==> config.mk <==
export PLATFORM = sky130hd
export DESIGN_NAME = riscv_seq_divider
export DESIGN_NICKNAME = d
export VERILOG_FILES = /design/src/rtl/riscv_seq_divider.sv
export SDC_FILE = /design/constraint.sdc
export NUM_CORES = 1
export LEC_CHECK = 0
export ABC_AREA = 1
export CAP_MARGIN = 5
export CELL_PAD_IN_SITES_DETAIL_PLACEMENT = 0
export CELL_PAD_IN_SITES_GLOBAL_PLACEMENT = 1
export CORE_MARGIN = 3
export CORE_UTILIZATION = 26
export DETAILED_ROUTE_END_ITERATION = 8
export HOLD_SLACK_MARGIN = 0.1
export PLACE_DENSITY_LB_ADDON = 0.1
export SLEW_MARGIN = 10
export SYNTH_ARGS = -nofsm -noshare
export SYNTH_HDL_FRONTEND = slang
export SYNTH_SLANG_ARGS = --single-unit
==> constraint.sdc <==
create_clock -name clk -period 3.4 [get_ports clk]
set_input_delay 0.68 -clock clk [delete_from_list [all_inputs] [get_ports clk]]
set_output_delay 0.68 -clock clk [all_outputs]
set_load 0.01 [all_outputs]
==> src/rtl/riscv_seq_divider.sv <==
// Iterative radix-2 restoring divider for RV32M DIV/DIVU/REM/REMU, one op in flight.
// out_valid WIDTH+2 cycles after accept (1 on /0 or overflow); result held until out_ready.
module riscv_seq_divider #(
   parameter int WIDTH = 32
) (
   input  logic             clk,
   input  logic             rst,
   input  logic             in_valid,
   output logic             in_ready,
   input  logic [1:0]       op,
   input  logic [WIDTH-1:0] A,
   input  logic [WIDTH-1:0] B,
   output logic             out_valid,
   input  logic             out_ready,
   output logic [WIDTH-1:0] result,
   output logic             div_zero
);

   localparam int CNT_W = $clog2(WIDTH) + 1;
   localparam logic [WIDTH-1:0] MIN_NEG = {1'b1, {(WIDTH-1){1'b0}}};

   typedef enum logic [1:0] {IDLE, CALC, FIX, DONE} state_t;

   state_t           state;
   logic [CNT_W-1:0] counter;
   logic [WIDTH-1:0] rem;
   logic [WIDTH-1:0] quo;
   logic [WIDTH-1:0] dvsr;
   logic             is_rem;
   logic             neg_q;
   logic             neg_r;

   logic             signed_op;
   logic             a_neg;
   logic             b_neg;
   logic [WIDTH-1:0] abs_a;
   logic [WIDTH-1:0] abs_b;
   logic             b_zero;
   logic             ovf;
   logic [WIDTH:0]   trial;
   logic [WIDTH:0]   diff;

   assign in_ready = (state == IDLE);

   always_comb begin
      signed_op = ~op[0];
      a_neg     = signed_op & A[WIDTH-1];
      b_neg     = signed_op & B[WIDTH-1];
      abs_a     = a_neg ? -A : A;
      abs_b     = b_neg ? -B : B;
      b_zero    = (B == '0);
      ovf       = signed_op && (A == MIN_NEG) && (B == '1);
      // One extra bit so divisors above 2^(WIDTH-1) compare correctly.
      trial     = {rem, quo[WIDTH-1]};
      diff      = trial - {1'b0, dvsr};
   end

   always_ff @(posedge clk) begin
      if (rst) begin
         state     <= IDLE;
         counter   <= '0;
         rem       <= '0;
         quo       <= '0;
         dvsr      <= '0;
         is_rem    <= 1'b0;
         neg_q     <= 1'b0;
         neg_r     <= 1'b0;
         out_valid <= 1'b0;
         result    <= '0;
         div_zero  <= 1'b0;
      end else begin
         case (state)
            IDLE: begin
               if (in_valid) begin
                  is_rem <= op[1];
                  neg_q  <= a_neg ^ b_neg;
                  neg_r  <= a_neg;
                  if (b_zero) begin
                     result    <= op[1] ? A : '1;
                     div_zero  <= 1'b1;
                     out_valid <= 1'b1;
                     state     <= DONE;
                  end else if (ovf) begin
                     result    <= op[1] ? '0 : MIN_NEG;
                     div_zero  <= 1'b0;
                     out_valid <= 1'b1;
                     state     <= DONE;
                  end else begin
                     rem     <= '0;
                     quo     <= abs_a;
                     dvsr    <= abs_b;
                     counter <= CNT_W'(WIDTH);
                     state   <= CALC;
                  end
               end
            end
            CALC: begin
               // quo doubles as the dividend shift register and the quotient.
               if (!diff[WIDTH]) begin
                  rem <= diff[WIDTH-1:0];
                  quo <= {quo[WIDTH-2:0], 1'b1};
               end else begin
                  rem <= trial[WIDTH-1:0];
                  quo <= {quo[WIDTH-2:0], 1'b0};
               end
               counter <= counter - CNT_W'(1);
               if (counter == CNT_W'(1)) begin
                  state <= FIX;
               end
            end
            FIX: begin
               if (is_rem) begin
                  result <= neg_r ? -rem : rem;
               end else begin
                  result <= neg_q ? -quo : quo;
               end
               div_zero  <= 1'b0;
               out_valid <= 1'b1;
               state     <= DONE;
            end
            DONE: begin
               if (out_ready) begin
                  out_valid <= 1'b0;
                  state     <= IDLE;
               end
            end
            default: state <= IDLE;
         endcase
      end
   end

endmodule

# == Word-level counts from Yosys, hierarchy flattened ==
# Cells that the tools add are included.
# op_classes
n_eq_ne,12
bitwise,6
muxes,40
addsub,6
n_reduce_logical,13
# op_table
cell,count
32-bit 2-to-1 mux,17
32-bit case mux with 2 select lines,3
32-bit negator,4
"32-bit == test, second input constant",2
33-bit by 32-bit subtractor with 33-bit output,1
32-bit logical NOT,1
6-bit 2-to-1 mux,3
6-bit case mux with 2 select lines,1
4-bit AND reduction,3
2-bit 2-to-1 mux,5
"2-bit != test, second input constant",5
1-bit 2-to-1 mux,8
2-bit case mux with 4 select lines,1
"6-bit by 1-bit == test with 1-bit output, second input constant",1
3-bit AND reduction,2
"6-bit by 1-bit subtractor with 6-bit output, second input constant",1
"2-bit == test, second input constant",2
2-bit nonzero test,2
"3-bit by 1-bit != test with 1-bit output, second input constant",1
1-bit NOT,3
1-bit case mux with 3 select lines,1
3-bit nonzero test,1
1-bit AND,2
"2-bit by 1-bit == test with 1-bit output, second input constant",1
other kinds (5),6
# totals
regBits,141
wordCells,88
input_bits,70
out_inout_bits,35

# == Longest topological paths before layout ==
# depth
depth_word,7
mapped_depth,18
depth_no_buf,18

# == Least setup slack after synthesis ==
# Ideal clock, no wire load.
# synth_path
path_type,flip-flop to flip-flop
startpoint,register quo[31]
endpoint,register rem[21]
stages_incl_launch_ff,19
t_required_ps,3268
n_path_buf,1
setup_ps,132
arrival_ps,2142
slack_ps,1126
cell_sequence,dfxtp_1 inv_1 ha_1 fa_1 inv_1 nand2_1 nand2_1 nand3_1 nand2_1 nand2_1 nand2_1 nand2_2 nand2_2 nand2_2 nand2_2 buf_6 nand2_1 nand3_1 a21oi_1
# synth_via
elab_chain_len,3
# synth_rtl
item,line,source
start: declaration,27,logic [WIDTH-1:0] quo;
start signal: assignment,90,quo <= abs_a;
start signal: assignment,101,"quo <= {quo[WIDTH-2:0], 1'b1};"
start signal: assignment,104,"quo <= {quo[WIDTH-2:0], 1'b0};"
33-bit by 32-bit subtractor with 33-bit output,55,"diff = trial - {1'b0, dvsr};"
32-bit 2-to-1 mux,99,if (!diff[WIDTH]) begin
32-bit case mux with 2 select lines,72,case (state)
end signal: assignment,100,rem <= diff[WIDTH-1:0];
end signal: assignment,103,rem <= trial[WIDTH-1:0];
end: declaration,26,logic [WIDTH-1:0] rem;
# No other way between the ends.
# A chain may end at the register's enable or synchronous reset.

# == Worst setup path in the final report ==
# layout_path
startpoint,register quo[31]
endpoint,register quo[0]
# layout_via
elab_chain_len,3
# layout_rtl
item,line
33-bit by 32-bit subtractor with 33-bit output,55
1-bit 2-to-1 mux,99
32-bit case mux with 2 select lines,72
# No other way between the ends.

==> metrics <==
status=completed; setup slack, reg-to-reg=0.59 ns; hold_buf cts=0; RSZ-0062 raised after global routing=no; Initial DRC Count=1158; die area=0.05196 mm2; Mapped Avg Cell Area=5.637 um2; Post-synth EDFFs=0; Final Total Pwr=0.01079 W; clock slew at reported path FFs=0.07 ns; Synth Instances=2272; Post-synth top cells=nand2_1 (586), nor2_1 (296), inv_1 (277), nand3_1 (232), a21oi_1 (185); Post-synth top flop=dfxtp_1; pwr dens=703.0 mW/mm2; Crit path required time=3.82 ns; post-DR wirelength/cell=19.38 um; Max VDD drop=407.0 uV; critical path type=reg -> reg; worst path bufs/invs=3; Synth Cell Area=0.01281 mm2; Max Fclk=355.7 MHz; H-Tree Level Count=4; clk_lat worst skew=0.47 ns; Layout area overhead=19.81%; setup_tns=0 ns; detailed placer's ending HPWL=47.42 mm; post-synthesis async set-or-reset flop share=0; CP Capture Type=register; Slew headroom=0.3221; # port buffers=104; Max Slew Vio Count=0; first-pass GRT wire length=87.55 mm; share of cells above drive strength 1=0.05778; crit path max-delay cell type=fa_1; Final Hold Vio Count=0; Setup Skew=0.007658 ns; FP Rows=80; CTS Buf Count=17; Setup crit start kind=register; CP most frequent cell=nand2_1; Crit path arrival time=3.23 ns; Final Cycle Share=0.8270; grt met1 use=0.3275; CTS tree=yes; Ys Warns=0; Vias=14730; DIE WIDTH=227.9 um; Worst Setup SP=quo[31]; CTS Sinks=141; die height=227.9 um; initial cell density of the core=0.2655; Yosys top cell by area=dfxtp_1; worst path cell trace=inv_1 -> ha_1 -> fa_1 -> inv_1 -> nand2_1 -> nand2_1 -> nand3_1 -> nand2_1 -> nand2_1 -> nand2_1 -> nand2_2 -> nand2_2 -> nand2_2 -> nand2_2 -> nand2_1 -> o211ai_1 -> nand2_1 -> inv_1; endpoints failing setup=0; Largest delay share family, worst path=simple AND/OR/NAND/NOR gates; # diodes=0; met3 usage=0.04479; clk buf depth=2; post-layout minimum cycle time=2.812 ns; number of global-route vias before repair=13760; pin count of the biggest net entering global routing=53; reg2reg start=quo[31]; worst slew pin tran=1.004 ns; placed cell count=2995; critical path fanouts, max=16; non-filler cells, final=3027; max-cap viol count=0; leak pwr=7.087 nW; R2R Path End=quo[0]; top-count cell post-synth=nand2_1; GR Layer Usage met2=0.3231; busiest grt layer=met1; Setup Fix Bufs, Post-CTS=0; I/O pin count=105; Seq/Total Area, Yosys=0.2204; clk root buf=clkbuf_16; placeable core area=0.04825 mm2; grt ovf=0; drt via density=4.866; crit-path max cell delay=0.41 ns; Fillers=5636; GRT Total Usage=0.2213; initial antenna violation count=0; post-synthesis net count=2386; Synth top area share=0.2204; GPL Wtd Cong=0.9040; Reg2Reg Depth=18; # DRC=0; Yosys cell types=41; CP Capture Point=quo[0]; largest cells by area after synthesis=dfxtp_1 (22%), nand2_1 (17%), nand3_1 (9.1%), nor2_1 (8.7%), inv_1 (8.1%); Worst Hold Class=reg -> reg; drt pass-1 iters=7; DRT Wirelength=58.66 mm; post-route ant nets=0; Core Util, Final=0.3181; post-cts resize count=0; Nets=2472; Crit path depth=18; FF+latch count, synth=141
[cell usage in the layout, fill, tap and decap left out, types with 7 or more instances in the layout]
cell / instances
a21oi_1: 185
a21oi_2: 9
buf_4: 49
clkbuf_16: 17
clkdlybuf4s50_1: 103
dfxtp_1: 141
ha_1: 43
inv_1: 277
inv_2: 14
nand2_1: 586
nand3_1: 231
nand3b_1: 14
nand4_1: 34
nor2_1: 295
nor2_2: 7
nor3_1: 22
o211ai_1: 7
o21ai_0: 178
o21ai_1: 22
o22ai_1: 11
xnor2_1: 21
xor2_1: 41
[cell families after synthesis]
logic type               after synthesis  synth area share
adder cells (fa/ha/maj)               44           0.04357
XOR/XNOR                              62           0.04240
flip-flops                           141            0.2204
AND/OR/NAND/NOR                     1218            0.4028
AO/OA/AOI/OAI                        426            0.1739
buffers and inverters                381            0.1169
[how the worst min path moves through the flow]
stage	from	endpoint	slack, ns	cells past startpoint
floorplan	dvsr[3]	dvsr[3]	0.43	2
global placement	counter[5]	counter[5]	0.46	2
detailed placement	counter[5]	counter[5]	0.46	2
CTS	counter[5]	counter[5]	0.47	2
global route	counter[5]	counter[5]	0.50	2
finish	counter[5]	counter[5]	0.47	2
[power by group]
part,internal (W),switching [W]
Clock,0.00126,0.000854
Sequential,0.00217,0.000439
Combinational,0.00196,0.00411
[routing by layer]
layer	vias up	share of wire	wire [um]
met5	-	0	0
met4	0	0.019	1128
met3	50	0.068	4006
met2	414	0.41	24250
met1	6747	0.50	29270
li1	7517	-	-
[worst min-delay path, delay by kind of cell, from the launching register on]
kind             cells  cell delay (ns)
AO/OA/AOI/OAI        1             0.05
flip-flops           1             0.31
AND/OR/NAND/NOR      1             0.06
[sequential cells by signal (all words and copies together) (netlist names)]
signal and cells:
dvsr 32, quo 32, rem 32, result 32
counter 6, state 2, div_zero 1, is_rem 1
neg_q 1, neg_r 1, out_valid 1
[cell type report]
type,count,area (um2),area share
multi-input combinational,1750,8494,0.5536
sequential,141,2823,0.1840
timing repair buffer,156,1464,0.09540
inverter,292,1096,0.07143
tap,656,820.8,0.05349
clock buffer,18,439.2,0.02862
clock inverter,14,207.7,0.01354
[per-stage QoR]
stage | setup slack (ns) | hold WS, ns | cell area [um2]
after floorplan | 1.126 | 0.4301 | 12810
after global placement | 0.1762 | 0.4605 | 14700
after detailed placement | 0.2164 | 0.4606 | 14700
after CTS | 0.5916 | 0.4712 | 15340
after global routing | 0.2896 | 0.4978 | 15340
final | 0.5883 | 0.4696 | 15340
(Power assumes the default switching activity.)
